==> config.mk <==
export PLATFORM = sky130hd
export DESIGN_NAME = reg_file
export DESIGN_NICKNAME = d
export VERILOG_FILES = /design/src/rtl/reg_file.sv
export SDC_FILE = /design/constraint.sdc
export NUM_CORES = 1
export LEC_CHECK = 0
export CORE_MARGIN = 5
export CORE_UTILIZATION = 62
export CTS_CLUSTER_DIAMETER = 50
export DETAILED_ROUTE_END_ITERATION = 6
export PLACE_DENSITY = 0.95
export SYNTH_ARGS = -nofsm -noshare
export SYNTH_HDL_FRONTEND = slang
export SYNTH_SLANG_ARGS = --single-unit
==> constraint.sdc <==
create_clock -name clk -period 8 [get_ports clk]
set_input_delay 1.6 -clock clk [delete_from_list [all_inputs] [get_ports clk]]
set_output_delay 1.6 -clock clk [all_outputs]
set_load 0.05 [all_outputs]
==> src/rtl/reg_file.sv <==
// Register file with four continuously exposed control entries (op_a, op_b, uart_config, div_ratio).
// Optional REGFILE_WR_FWD_EN: a read colliding with a write returns the write data.
module reg_file #(
  parameter int data_width = 8,
  parameter int addr_bits  = 4
) (
  input  logic                  clk,
  input  logic                  rst,
  input  logic [addr_bits-1:0]  address,
  input  logic                  wr_en,
  input  logic [data_width-1:0] wr_data,
  input  logic                  rd_en,
  output logic [data_width-1:0] rddata,
  output logic                  rddata_vld,
  output logic                  wr_done,
  output logic [data_width-1:0] op_a,
  output logic [data_width-1:0] op_b,
  output logic [data_width-1:0] uart_config,
  output logic [data_width-1:0] div_ratio
);

  localparam int depth = 2 ** addr_bits;

  logic [data_width-1:0] mem [depth];

  // Entry 2: parity on, even parity, prescale 32. Entry 3: divide ratio 32.
  function automatic logic [data_width-1:0] reset_val(input int idx);
    case (idx)
      2:       return data_width'(8'h81);
      3:       return data_width'(8'h20);
      default: return '0;
    endcase
  endfunction

  // Strobe semantics: wr_en/rd_en are sampled every edge with no backpressure;
  // wr_done and rddata_vld are single-cycle strobes one cycle after the request,
  // and stay high for consecutive cycles when requests are issued back to back.
  always_ff @(posedge clk or posedge rst) begin
    if (rst) begin
      for (int i = 0; i < depth; i++) mem[i] <= reset_val(i);
      rddata     <= '0;
      rddata_vld <= 1'b0;
      wr_done    <= 1'b0;
    end else begin
      wr_done <= wr_en;
      if (wr_en) mem[address] <= wr_data;
`ifdef REGFILE_WR_FWD_EN
      if (wr_en && rd_en) begin
        rddata     <= wr_data;
        rddata_vld <= 1'b1;
      end else if (rd_en) begin
        rddata     <= mem[address];
        rddata_vld <= 1'b1;
      end else begin
        rddata_vld <= 1'b0;
      end
`else
      // Write has priority; a colliding read is dropped and rddata holds.
      if (rd_en && !wr_en) rddata <= mem[address];
      rddata_vld <= rd_en && !wr_en;
`endif
    end
  end

  assign op_a        = mem[0];
  assign op_b        = mem[1];
  assign uart_config = mem[2];
  assign div_ratio   = mem[3];

endmodule

# Word-level counts from Yosys, hierarchy flattened
# Index checks and enable logic that the tools add are counted.
[op_classes]
bitwise_logic = 1
muxes = 6
n_mul = 0
div_mod_pow = 0
n_reduce_logical = 3
n_eq_ne = 0
shift = 0
n_lt_le_gt_ge = 2
addsub = 0
[ops]
columns = ["op", "count"]
rows = [
  ["128-bit bitwise mux", 1],
  ["8-bit binary-select mux with 4-bit select", 1],
  ["8-bit demux with 4-bit select", 1],
  ["8-bit 2-to-1 mux", 3],
  ["5-bit greater-or-equal comparator (second input constant)", 1],
  ["5-bit by 1-bit less-than comparator with 1-bit output (second input constant)", 1],
  ["4-bit NOT with 5-bit output", 1],
  ["1-bit logical AND", 2],
  ["1-bit logical NOT", 1],
]
[totals]
memories = 0
inputBits = 16
ram_bits = 0
latchBits = 0
ff_bits = 138
mem_bits_ro = 0
out_inout_bits = 42

# Depth between registers and ports, before layout
# Gate-level depths: netlist of the first run.
[logic_depth]
ltp_word = 6
mapped_depth = 7
depth_no_buf = 4

# Least setup slack after synthesis of the first run
# No wires, ideal clock.
[synth_timing]
path_type = "input -> register"
from = "in address[0]"
to = "reg mem (netlist bit div_ratio[7])"
arrival_ns = 2.847
path_slack_ns = 5.028
setup_time_ns = 0.125
path_stages = 6
required_ns = 7.875
n_path_buf = 3
cell_sequence = "buf_6 buf_8 buf_6 nand3b_2 nor2_2 mux2_2"
[synth_between]
elab_chain_cells = 6
word_cells_on_any_way = 7
classes_between = "order compare: 2; mux: 3; bitwise: 1; reduce/logical: 1"
[synth_lines]
columns = ["item", "line", "rtl"]
rows = [
  ["start, declared", "9", "input logic [addr_bits-1:0] address,"],
  ["4-bit NOT with 5-bit output (implied by the code) *", "46", "if (wr_en) mem[address] <= wr_data;"],
  ["5-bit greater-or-equal comparator (implied by the code) or 5-bit by 1-bit less-than comparator with 1-bit output (tied branches)", "46", ""],
  ["1-bit logical AND (implied by the code)", "46", ""],
  ["8-bit 2-to-1 mux (implied by the code)", "46", ""],
  ["8-bit demux with 4-bit select *", "46", ""],
  ["128-bit bitwise mux *", "46", ""],
  ["end signal, assigned by index", "46", ""],
  ["end, declared", "24", "logic [data_width-1:0] mem [depth];"],
]
# Mark *: on every way between the ends. The rest lies on a longest branch, timed or not.
# A chain may end at the register's enable or synchronous reset.

# Worst setup path in the final report of the first run
[layout_timing]
from = "in address[2]"
to = "reg mem[16] in the netlist's numbering"
# Same word-level chain as after synthesis.

==> results.py, run 1 <==
metrics = {
    "sta": {
        "fin_setup_tns_ns": 0,
        "worst_pin_slew_ns": 1.24,
        "final_hold_violation_count": 0,
        "skew_ns": 0.00592,
        "max_clock_freq_mhz": 266,
        "setup-violations-final": 0,
        "portion_of_the_clock_cycle_consumed_by_the_worst_path_in_the_final_layout": 0.471,
        "min_period_ns": 3.77,
        "slew_headroom": 0.170,
        "report.final.slew_viol_count": 0,
        "rsz0062_at_grt": "no",
    },
    "routing": {
        "post_drt_via_cell_ratio": 6.31,
        "drt_drc_violations_left": 0,
        "detail-route-antenna-nets": 0,
        "postRouteWirelength_mm": 14.5,
        "detailedRoute.firstIterationViolations": 269,
        "route.detailed.wl_per_inst_um": 23.4,
        "detail_route.first_pass.iterations": 4,
        "routed-via-count": 3910,
    },
    "yosys": {
        "synth-seq-area-share": 0.529,
        "synth_nets": 463,
        "synthesis.area_um2": 6540,
        "yosysWarningCount": 0,
        "postSynthRegisterBits": 138,
        "synthTopCellsByCount": "sky130_fd_sc_hd__dfrtp_1 (135), sky130_fd_sc_hd__mux2_2 (128), sky130_fd_sc_hd__mux2i_1 (40), sky130_fd_sc_hd__buf_4 (35)",
        "synth_async_sr_flop_share": 1.00,
        "yosys-top-cells-area": "sky130_fd_sc_hd__dfrtp_1 (52%), sky130_fd_sc_hd__mux2_2 (22%), sky130_fd_sc_hd__mux2i_1 (6.1%)",
        "post-synth-top-count-cell": "sky130_fd_sc_hd__dfrtp_1",
        "yosys.area.top_type": "sky130_fd_sc_hd__dfrtp_1",
        "synth.top_cell.area_share": 0.517,
        "ys.flop_type": "sky130_fd_sc_hd__dfrtp_1",
        "synth-edff-count": 0,
        "postSynthCellCount": 447,
        "synthDistinctLibCells": 29,
        "syn-mean-instance-area_um2": 14.6,
    },
    "power_and_ir_drop": {
        "leakage_power_figure_nw": 3.20,
        "power_density_nw_per_um2": 309,
        "worst_ir_drop_vdd_v": 0.000189,
    },
    "grt": {
        "grt_pass1_wl_mm": 23.4,
        "total_global_route_track_usage": 0.240,
        "antenna_found_initial": 0,
        "via_count_of_the_first_global_routing_pass": 4229,
        "grt_start_max_net_pins": 80,
        "gr-total-overflow": 0,
    },
    "floorplan": {
        "ios": 58,
        "die_width_um": 113,
        "floorplan.rows": 37,
        "start_util": 0.633,
        "fp.coreArea_um2": 10300,
        "die_y_um": 113,
        "die_area_um2": 12700,
    },
    "run_status": {
        "status": "finished clean",
    },
    "hold_path": {
        "hold_path.class": "flop to flop",
    },
    "clock_network": {
        "cts_hold_buffers": 0,
        "tritoncts": "built",
        "cts-buffers-inserted": 17,
        "cts_root_buffer": "sky130_fd_sc_hd__clkbuf_8",
        "clock_path_buffers": 2,
        "postCtsSetupRepairBufs": 0,
        "clkTransAtPathRegs_ns": 0.06,
        "worst_skew_late_latency_ns": 0.52,
        "cts_repair_resize_count": 0,
        "htree_levels": 4,
        "cts.sinks": 138,
    },
    "place": {
        "globalplace.congestion": 0.763,
        "place.detailed.hpwl_mm": 8.93,
        "detailed_place.area_um2": 6920,
        "io_buffers": 57,
    },
    "worst_setup_path": {
        "critPathMaxStageDelay_ns": 1.23,
        "critPathCaptureType": "flop",
        "crit_required_ns": 8.40,
        "timing.critical_path.from_type": "primary input",
        "worstSetupPathType": "primary input to flop",
        "worst_path_max_delay_cell": "sky130_fd_sc_hd__clkdlybuf4s50_1",
        "worst_ep_arrival_time_ns": 4.17,
        "max_fanout_on_critical_path": 22,
        "crit_chain": "clkdlybuf4s50_1 > nand2b_1 > nor2_2 > mux2_2",
    },
    "flow_run": {
        "max_cap_violations": 0,
    },
    "final_layout": {
        "num_antenna_cells": 0,
        "num-nets-final": 487,
        "final.fill_count": 614,
        "finish.instance_area_um2": 7510,
        "share_of_cells_above_drive_strength_1": 0.417,
        "area_growth_syn_to_layout_pct": 14.9,
    },
}
-- cells by family after synthesis --
family                 share of synthesized area
and+or+nand+nor                           0.0406
muxes                                      0.337
buffers and inverters                     0.0586
AOI/OAI and AO/OA                         0.0352
DFF                                        0.529
-- stage by stage --
stage / setup slack (ns) / power, mW / util / cells / hold slack, ns
after detailed placement: 3.74 / 1.54 / 0.670 / 588 / 0.493
after floorplan: 2.71 / 1.41 / - / 447 / 0.474
after global routing: 4.15 / 2.40 / 0.728 / 620 / 0.516
final: 4.23 / 2.32 / 0.728 / 620 / 0.507
after CTS: 4.29 / 2.33 / 0.728 / 620 / 0.508
after global placement: 3.84 / 1.51 / 0.670 / 588 / 0.481
-- where the power goes --
part | switching, mW | internal [mW] | leakage [nW] | total, mW
logic | 0.316 | 0.264 | 1.24 | 0.580
clock network | 0.294 | 0.489 | 0.279 | 0.783
registers | 0.0987 | 0.860 | 1.68 | 0.959
total | 0.709 | 1.61 | 3.20 | 2.32
-- path summary, 6_finish.rpt --
kind                         startpoint        end  slack [ns]  depth (start not counted)
max                          address[2]    mem[16]        4.23                          4
min                             mem[40]    mem[40]        0.51                          1
max reg2reg                div_ratio[4]  rddata[4]        6.36                          4
min reg2reg                     mem[40]    mem[40]        0.51                          1
max in group asynchronous           rst    mem[92]        4.95                          3
min in group asynchronous           rst  rddata[0]        1.56                          2
-- placed cells by master (no fill, tap or decap), drive strengths merged --
cell and n:
buf 4, nand3 3, dfrtp 135, clkinv 4
mux2i 40, bufinv 3, nor2 18, nand2b 2
clkbuf 20, clkdlybuf4s50 56, nor3b 1, mux2 128
nor2b 1, o21ai 16, o32a 8, or3b 1
nand3b 6, clkinvlp 5, nor3 3, o22a 8
inv 1, nand2 2, dfstp 3, mux4 16
-- critical path: cells and delay by family --
family                 cells  cell delay [ns]
muxes                      1             0.41
and+or+nand+nor            2             0.91
buffers and inverters      1             1.23
-- registers in the layout, indices dropped and copies added, names as in the netlist --
register     flops
uart_config      8
wr_done          1
op_b             8
div_ratio        8
mem             96
op_a             8
rddata_vld       1
rddata           8
-- per-layer routing --
metal	GRT usage	share of wire	vias to the layer above
li1	-	-	1662
met1	0.312	0.40	2065
met3	0.0528	0.054	31
met4	0.0849	0.021	0
met5	0	0	-
met2	0.400	0.53	152
-- cell type report --
class	count	area, um^2	area share
sequential	138	3460	0.460
multi-input combinational	253	2700	0.359
timing repair buffer	60	588	0.0783
clock buffer	20	445	0.0593
tap	136	170	0.0227
clock inverter	12	148	0.0197
inverter	1	6.26	0.000833
Note: power is estimated with default switching activity, not from simulation.
==> inputs of run 2 (changes only) <==
CORE_UTILIZATION = 52   (was 62)
PLACE_DENSITY = 0.87   (was 0.95)
clock period = 3.45 ns   (was 8 ns; I/O delays follow)
==> run 2 against run 1 <==
Flip-flop and latch count stayed put. Combinational power is 130% higher. Final area is 3.0% higher. Highest routed layer unchanged. Core utilization is 11 points lower. Sequential share of layout area is 1.4 points lower. Clock skew is 0.0012 ns higher. Count of clock-buffer cells in the layout stayed put. Die area is 17% higher.
==> results.py, run 2 (synthesis gave the netlist of run 1 again) <==
metrics = {
    "run_status": {
        "status": "finished clean",
    },
    "sta": {
        "min_period_ns": 2.45,
        "portion_of_the_clock_cycle_consumed_by_the_worst_path_in_the_final_layout": 0.711,
        "report.final.slew_viol_count": 0,
        "slew_headroom": 0.402,
        "setup-violations-final": 0,
        "max_clock_freq_mhz": 407,
        "worst_pin_slew_ns": 0.897,
        "skew_ns": 0.00710,
        "fin_setup_tns_ns": 0,
        "final_hold_violation_count": 0,
        "final.hold.worst_slack_ns": 0.501,
        "rsz0062_at_grt": "no",
    },
    "clock_network": {
        "tritoncts": "built",
        "htree_levels": 4,
        "clock_path_buffers": 2,
        "cts.sinks": 138,
        "postCtsSetupRepairBufs": 0,
        "cts_repair_resize_count": 0,
        "clkTransAtPathRegs_ns": 0.06,
        "cts_hold_buffers": 0,
        "cts-buffers-inserted": 17,
        "cts_root_buffer": "sky130_fd_sc_hd__clkbuf_16",
        "worst_skew_late_latency_ns": 0.42,
    },
    "flow_run": {
        "max_cap_violations": 0,
    },
    "place": {
        "globalplace.congestion": 0.821,
        "place.detailed.hpwl_mm": 9.38,
        "io_buffers": 57,
        "detailed_place.area_um2": 7060,
    },
    "worst_setup_path": {
        "crit_chain": "clkdlybuf4s50_1",
        "critPathCaptureType": "output pin",
        "crit_required_ns": 2.76,
        "worst_ep_arrival_time_ns": 1.76,
        "critical-path-top-delay-family": "buffers and inverters",
        "max_fanout_on_critical_path": 3,
        "worstSetupPathType": "flop to output pin",
        "timing.critical_path.from_type": "flop",
        "worst_path_max_delay_cell": "sky130_fd_sc_hd__clkdlybuf4s50_1",
        "critical_path.n_buffers_inverters": 1,
        "critPathMaxStageDelay_ns": 0.80,
    },
    "routing": {
        "postRouteWirelength_mm": 14.0,
        "route.detailed.wl_per_inst_um": 21.1,
        "routed-via-count": 3855,
        "drt_drc_violations_left": 0,
        "detail-route-antenna-nets": 0,
        "post_drt_via_cell_ratio": 5.80,
        "detail_route.first_pass.iterations": 4,
        "detailedRoute.firstIterationViolations": 211,
    },
    "final_layout": {
        "share_of_cells_above_drive_strength_1": 0.430,
        "largest_register": "mem",
        "post-route-util": 0.621,
        "num_antenna_cells": 0,
        "largest_register_ff_count": 96,
        "num-nets-final": 496,
        "finish.instance_area_um2": 7740,
        "area_growth_syn_to_layout_pct": 18.4,
        "commonest_non_fill_non_tap_cells_in_the_layout": "sky130_fd_sc_hd__dfrtp_1 (135), sky130_fd_sc_hd__mux2_2 (128), sky130_fd_sc_hd__clkdlybuf4s50_1 (56)",
        "mostFrequentLayoutCell": "sky130_fd_sc_hd__dfrtp_1",
    },
    "floorplan": {
        "die_width_um": 122,
        "floorplan.rows": 41,
        "die_area_um2": 14900,
        "ios": 58,
        "fp.coreArea_um2": 12500,
        "start_util": 0.524,
        "die_y_um": 122,
    },
    "power_and_ir_drop": {
        "worst_ir_drop_vdd_v": 0.000417,
        "report.power.total_mw": 5.63,
        "leakage_power_figure_nw": 3.30,
        "power_density_nw_per_um2": 728,
    },
    "grt": {
        "grt_start_max_net_pins": 59,
        "total_global_route_track_usage": 0.208,
        "via_count_of_the_first_global_routing_pass": 4247,
        "antenna_found_initial": 0,
        "gr-total-overflow": 0,
        "grt_pass1_wl_mm": 23.2,
    },
    "hold_path": {
        "hold_path.class": "flop to flop",
    },
}
-- run 2: cell type report --
| class | instances | area, um^2 |
|---|---|---|
| Fill cell | 893 | 4720 |
| Tap cell | 172 | 215 |
| Timing Repair Buffer | 69 | 681 |
| Sequential cell | 138 | 3460 |
| Clock buffer | 20 | 467 |
| Clock inverter | 12 | 216 |
| Multi-Input combinational cell | 253 | 2700 |
| Inverter | 1 | 7.51 |
-- run 2: per-stage QoR --
step	std cells	setup slack [ns]
2_1_floorplan	447	1.04
3_3_place_gp	633	0.733
3_5_place_dp	633	0.667
4_1_cts	665	0.978
5_1_grt	665	0.935
6_report	665	0.996
-- run 2: worst paths after layout --
check                      depth (start not counted)              to  slack, ns      startpoint
min                                                1         mem[70]       0.50         mem[70]
max                                                1  uart_config[0]        1.0  uart_config[0]
min reg2reg                                        1         mem[70]       0.50         mem[70]
max in group asynchronous                          3  uart_config[7]       1.92             rst
max reg2reg                                        4       rddata[6]       1.86    div_ratio[6]
min in group asynchronous                          2         mem[56]       0.68             rst
-- run 2: metal layers --
metal,GRT usage,up-vias,routed length [um]
met2,0.325,119,7040
li1,-,1674,-
met5,0,-,0
met3,0.0650,21,807
met1,0.275,2041,5940
met4,0.0805,0,235
-- run 2: report_power, final --
part           switching [mW]  leakage (nW)  internal (mW)
combinational           0.717          1.29          0.619
sequential              0.224          1.68           2.00
clock                   0.668         0.336           1.41
total                    1.61          3.30           4.02
